--- config.mk ---
export PLATFORM = sky130hd
export DESIGN_NAME = uart_tx_pacer_fifo
export DESIGN_NICKNAME = d
export VERILOG_FILES = /design/src/rtl/uart_tx_pacer_fifo.sv
export SDC_FILE = /design/constraint.sdc
export NUM_CORES = 1
export LEC_CHECK = 0
export CAP_MARGIN = 40
export CORE_UTILIZATION = 45
export CTS_BUF_LIST = sky130_fd_sc_hd__clkbuf_8
export DETAILED_ROUTE_END_ITERATION = 8
export PLACE_DENSITY = 0.68
export SETUP_SLACK_MARGIN = 0.4
export SYNTH_ARGS = -nofsm -noshare
export SYNTH_HDL_FRONTEND = slang
export SYNTH_SLANG_ARGS = --single-unit
--- constraint.sdc ---
create_clock -name clk_sys -period 3 [get_ports clk_sys]
set_clock_uncertainty 0.05 [all_clocks]
set_input_delay 0.3 -clock clk_sys [delete_from_list [all_inputs] [get_ports clk_sys]]
set_output_delay 0.3 -clock clk_sys [all_outputs]
set_load 0.05 [all_outputs]
--- src/rtl/uart_tx_pacer_fifo.sv ---
// rtl/uart_tx_pacer_fifo.sv - RX-to-TX byte FIFO that paces tx_en pulses one UART frame apart
// Optional: define UART_FIFO_OVERWRITE_EN to overwrite the oldest entry on a write to a full FIFO.
module uart_tx_pacer_fifo #(
  parameter int Baud_Rate = 115200,
  parameter int Clk_Freq  = 50_000_000,
  parameter int DATA_LEN  = 8,
  parameter int DEPTH     = 16,
  parameter int GUARD_CYC = 16
) (
  input  logic                   clk_sys,
  input  logic                   rst,
  input  logic [DATA_LEN-1:0]    rx_dat,
  input  logic                   data_rdy,
  output logic [DATA_LEN-1:0]    tx_dat,
  output logic                   tx_en,
  output logic [$clog2(DEPTH):0] fifo_count,
  output logic                   empty,
  output logic                   full,
  output logic                   overflow
);
  localparam int AW  = $clog2(DEPTH);
  localparam int CW  = AW + 1;
  localparam int GAP = (Clk_Freq / Baud_Rate) * (DATA_LEN + 2) + GUARD_CYC;
  localparam int TW  = (GAP >= 3) ? $clog2(GAP) : 1;

  localparam logic [TW-1:0] WAIT_LOAD = TW'(GAP - 3);
  localparam logic [CW-1:0] FULL_CNT  = CW'(DEPTH);

  localparam logic [1:0] S_IDLE = 2'd0;
  localparam logic [1:0] S_SEND = 2'd1;
  localparam logic [1:0] S_WAIT = 2'd2;

  if (GAP < 3) begin : g_gap_too_small
    $error("uart_tx_pacer_fifo: frame gap %0d is below the minimum of 3 cycles", GAP);
  end
  if ((DEPTH < 2) || ((DEPTH & (DEPTH - 1)) != 0)) begin : g_bad_depth
    $error("uart_tx_pacer_fifo: DEPTH %0d must be a power of two and at least 2", DEPTH);
  end

  logic [DATA_LEN-1:0] mem [DEPTH];
  logic [AW-1:0]       wr_ptr;
  logic [AW-1:0]       rd_ptr;
  logic [1:0]          state;
  logic [TW-1:0]       wait_cnt;

  logic          pop;
  logic          wr_fit;
  logic          wr_ovf;
  logic          mem_we;
  logic          rd_adv;
  logic [CW-1:0] count_nxt;

  // A pop in the same cycle frees a slot, so a write to a full FIFO still fits.
  always_comb begin
    pop    = (state == S_IDLE) && !empty;
    wr_fit = data_rdy && (!full || pop);
    wr_ovf = data_rdy && full && !pop;
`ifdef UART_FIFO_OVERWRITE_EN
    mem_we = wr_fit || wr_ovf;
    rd_adv = pop || wr_ovf;
`else
    mem_we = wr_fit;
    rd_adv = pop;
`endif
    count_nxt = fifo_count + CW'(wr_fit) - CW'(pop);
  end

  always_ff @(posedge clk_sys or posedge rst) begin
    if (rst) begin
      wr_ptr     <= '0;
      rd_ptr     <= '0;
      fifo_count <= '0;
      empty      <= 1'b1;
      full       <= 1'b0;
      overflow   <= 1'b0;
    end else begin
      if (mem_we) wr_ptr <= wr_ptr + AW'(1);
      if (rd_adv) rd_ptr <= rd_ptr + AW'(1);
      fifo_count <= count_nxt;
      empty      <= (count_nxt == '0);
      full       <= (count_nxt == FULL_CNT);
      overflow   <= wr_ovf;
    end
  end

  always_ff @(posedge clk_sys) begin
    if (mem_we) mem[wr_ptr] <= rx_dat;
  end

  // SEND is the tx_en cycle; WAIT counts GAP-3 down to 0, giving GAP cycles pulse to pulse.
  always_ff @(posedge clk_sys or posedge rst) begin
    if (rst) begin
      state    <= S_IDLE;
      tx_en    <= 1'b0;
      tx_dat   <= '0;
      wait_cnt <= '0;
    end else begin
      tx_en <= 1'b0;
      case (state)
        S_IDLE: begin
          if (pop) begin
            tx_dat <= mem[rd_ptr];
            tx_en  <= 1'b1;
            state  <= S_SEND;
          end
        end
        S_SEND: begin
          wait_cnt <= WAIT_LOAD;
          state    <= S_WAIT;
        end
        S_WAIT: begin
          if (wait_cnt == '0) state <= S_IDLE;
          else                wait_cnt <= wait_cnt - TW'(1);
        end
        default: state <= S_IDLE;
      endcase
    end
  end

endmodule

==> impl_metrics.py <==
metrics = {
    "critical_path": {
        "crit_fanout": 3,
        "cpMaxStageDelayCell": "or3_4",
        "end_kind": "flip-flop",
        "crit_start": "state[1]",
        "cp.arrival_ns": 2.96,
        "path_buf_inv": 2,
        "crit_path_start_kind": "flip-flop",
        "path_common_cell": "ha_4",
        "crit_type": "flip-flop to flip-flop",
        "slowest_delay_ns": 0.39,
        "path_cells": "or3_4, a21boi_4, inv_4, ha_4, inv_2, ha_4, fa_2, a21o_1, a21oi_2, xnor2_2, nor3b_2",
        "crit_family": "adder cells",
        "critPathRequiredTime_ns": 3.33,
        "r2r_start": "state[1]",
    },
    "yosys": {
        "ys_async_sr_fraction": 0.238,
        "synth_ff_type": "edfxtp_1",
        "synth_edf_count": 128,
        "ys_seq_area_frac": 0.697,
        "synth-seq-cells": 168,
        "syn_area_mm2": 0.00695,
        "syn_avg_cell_area_um2": 16.9,
        "synth.area.top_cells": "edfxtp_1, dfrtp_1, mux4_2",
        "yosys_warnings": 0,
        "syn_inst": 411,
        "synth_largest_area_cell": "edfxtp_1",
        "syn_nets": 434,
        "synth_cell_types": 52,
        "netlist.area_leader.share": 0.553,
    },
    "flow_run": {
        "cap_viol_max_count": 0,
    },
    "global_routing": {
        "grt_pass1_wl_mm": 21.5,
        "grt_pass1_vias": 3794,
        "grt_overflow": 0,
        "grt_antenna_before_repair": 0,
        "grtUsageTotal": 0.186,
        "grt_max_degree": 22,
    },
    "layout": {
        "antenna-diode-count": 0,
        "final_common_cell": "edfxtp_1",
        "final_cells": 663,
        "fillers": 1225,
        "areaGrowthSynthToFinish_pct": 15.7,
        "fin_nets": 485,
        "layout-drive-gt1-share": 0.232,
        "final_cell_mix": "edfxtp_1, dfrtp_1, mux4_2",
    },
    "routing": {
        "post-route-drc-count": 0,
        "drtIter0Drc": 264,
        "vias": 3671,
        "dr.pass1.iters": 4,
        "viasPerCell": 5.54,
        "drtAntennaViolNets": 0,
        "totalWireLength_mm": 13.4,
        "wire_per_inst_um": 20.2,
    },
    "clock_network": {
        "clk_pin_slew_worst_paths_ns": 0.09,
        "ctsHoldBuffers": 0,
        "cts_root_buffer": "clkbuf_8",
        "clock-sinks": 168,
        "cts_tree": "done",
        "clock_latency_ns": 0.45,
        "cts-buffers-inserted": 17,
        "cts_buffer_depth": 2,
        "htreeDepth": 4,
    },
    "floorplanning": {
        "start_util": 0.459,
        "core_mm2": 0.0151,
        "fp.dieArea_mm2": 0.0160,
        "row_count": 45,
        "io_pins": 28,
        "die_x_um": 126,
        "die_y_um": 126,
    },
    "placed_design": {
        "dp_cells": 628,
        "port_buffers": 27,
        "routabilityCongestion": 0.781,
        "dp_hpwl_mm": 8.94,
    },
    "sta": {
        "slew_viol_final": 0,
        "min_period_ns": 2.62,
        "timing.fmax_ghz": 0.381,
        "setup_viol": 0,
        "fin_tns_setup_ns": 0,
        "max_slew.worst_pin.slew_ns": 0.747,
        "max_slew_margin": 0.502,
        "rsz0062_at_grt": "yes",
        "hold_viol_final": 0,
        "fin_crit_sh": 0.875,
    },
    "pwr": {
        "p_total_mw": 5.83,
        "power.density_mw_per_mm2": 725,
        "p_leak_nw": 2.94,
        "p_comb_frac": 0.213,
        "p_seq_frac": 0.504,
        "ir_worst_vdd_v": 0.000311,
        "p_int_mw": 4.10,
        "power_frac_clock": 0.283,
        "p_sw_mw": 1.73,
        "switching_share": 0.297,
    },
    "status": {
        "status": "complete, no violations",
    },
    "hold_path": {
        "hold_class": "input port to async pin",
    },
}
logic make-up (layout without fill, tap and decap cells):
kind of cell / count (synthesis) / after routing / synth area share
muxes: 58 / 58 / 0.135
AOI/OAI and AO/OA: 39 / 39 / 0.0410
buffers and inverters: 38 / 102 / 0.0257
and+or+nand+nor: 86 / 86 / 0.0664
adders and majority gates: 12 / 12 / 0.0227
xor gates and xnor gates: 10 / 10 / 0.0126
DFF: 168 / 168 / 0.697
layout make-up:
cell class / instances / area [um2] / area share
inverter: 19 / 77.6 / 0.00965
tap: 188 / 235 / 0.0292
sequential: 168 / 4850 / 0.603
timing repair buffer: 51 / 454 / 0.0565
clock buffer: 17 / 234 / 0.0291
multi-input combinational: 205 / 2020 / 0.251
clock inverter: 15 / 175 / 0.0218
repair_timing:
item / CTS / global route
setup endpoints to repair: 3 / 3
buffers inserted: 3 / 0
pin swaps: 7 / 5
gates resized for setup: 3 / 2
sequential cells by signal (all words and copies together) (netlist names), 2 cells and up:
name        cells
wr_ptr          4
tx_dat          8
rd_ptr          4
fifo_count      5
mem           128
state           2
wait_cnt       13
per-stage QoR:
stage          setup WS [ns]  area [um2]   util  hold slack (ns)
4_1_cts                0.295        8030  0.530           0.0895
2_1_floorplan          0.200        7010      -            0.349
6_report               0.376        8040  0.531            0.106
3_3_place_gp           0.281        7590  0.501            0.408
5_1_grt                0.254        8040  0.531            0.116
3_5_place_dp           0.191        7590  0.501            0.428
power groups by stage:
stage               combinational (mW)  sequential, mW  clock [mW]
floorplan                        0.659            3.13           0
global placement                  1.19            2.98           0
detailed placement                1.22            2.99           0
CTS                               1.23            2.94        1.69
global route                      1.35            2.97        1.77
finish                            1.24            2.94        1.65
layer usage:
layer  up-vias  GRT usage  routed length (um)
met5         -          0                   0
met4         0     0.0617                 154
met3        15     0.0489                 916
met2       102      0.302                6610
met1      1865      0.246                5700
li1       1689          -                   -
path summary, 6_finish.rpt:
check | depth (start not counted) | to | slack (ns)
max in group asynchronous | 3 | empty | 2.10
max reg2reg | 11 | full | 0.38
min | 2 | wait_cnt[11] | 0.11
min reg2reg | 1 | wait_cnt[11] | 0.44
max | 11 | full | 0.38
min in group clk_sys | 2 | overflow | 0.44
synthesized netlist by cell type, types with 2 or more instances:
cell,number
edfxtp_1,128
dfrtp_1,39
mux4_2,28
mux2i_1,26
nand2_1,26
inv_1,17
nor2_1,12
ha_1,11
nor4_1,9
xnor2_1,9
o21ai_0,7
a21o_1,6
clkbuf_1,6
nor3_1,6
or3_1,6
a21oi_1,5
buf_1,5
nor2b_1,5
and2_1,4
mux2_2,4
nand4_1,4
o2111ai_1,4
buf_6,3
nand3_1,3
o211ai_1,3
o22ai_1,3
a2111oi_0,2
a2bb2oi_1,2
and3_1,2
buf_2,2
buf_4,2
nand2b_1,2
Power figures use the tool's default switching activity.
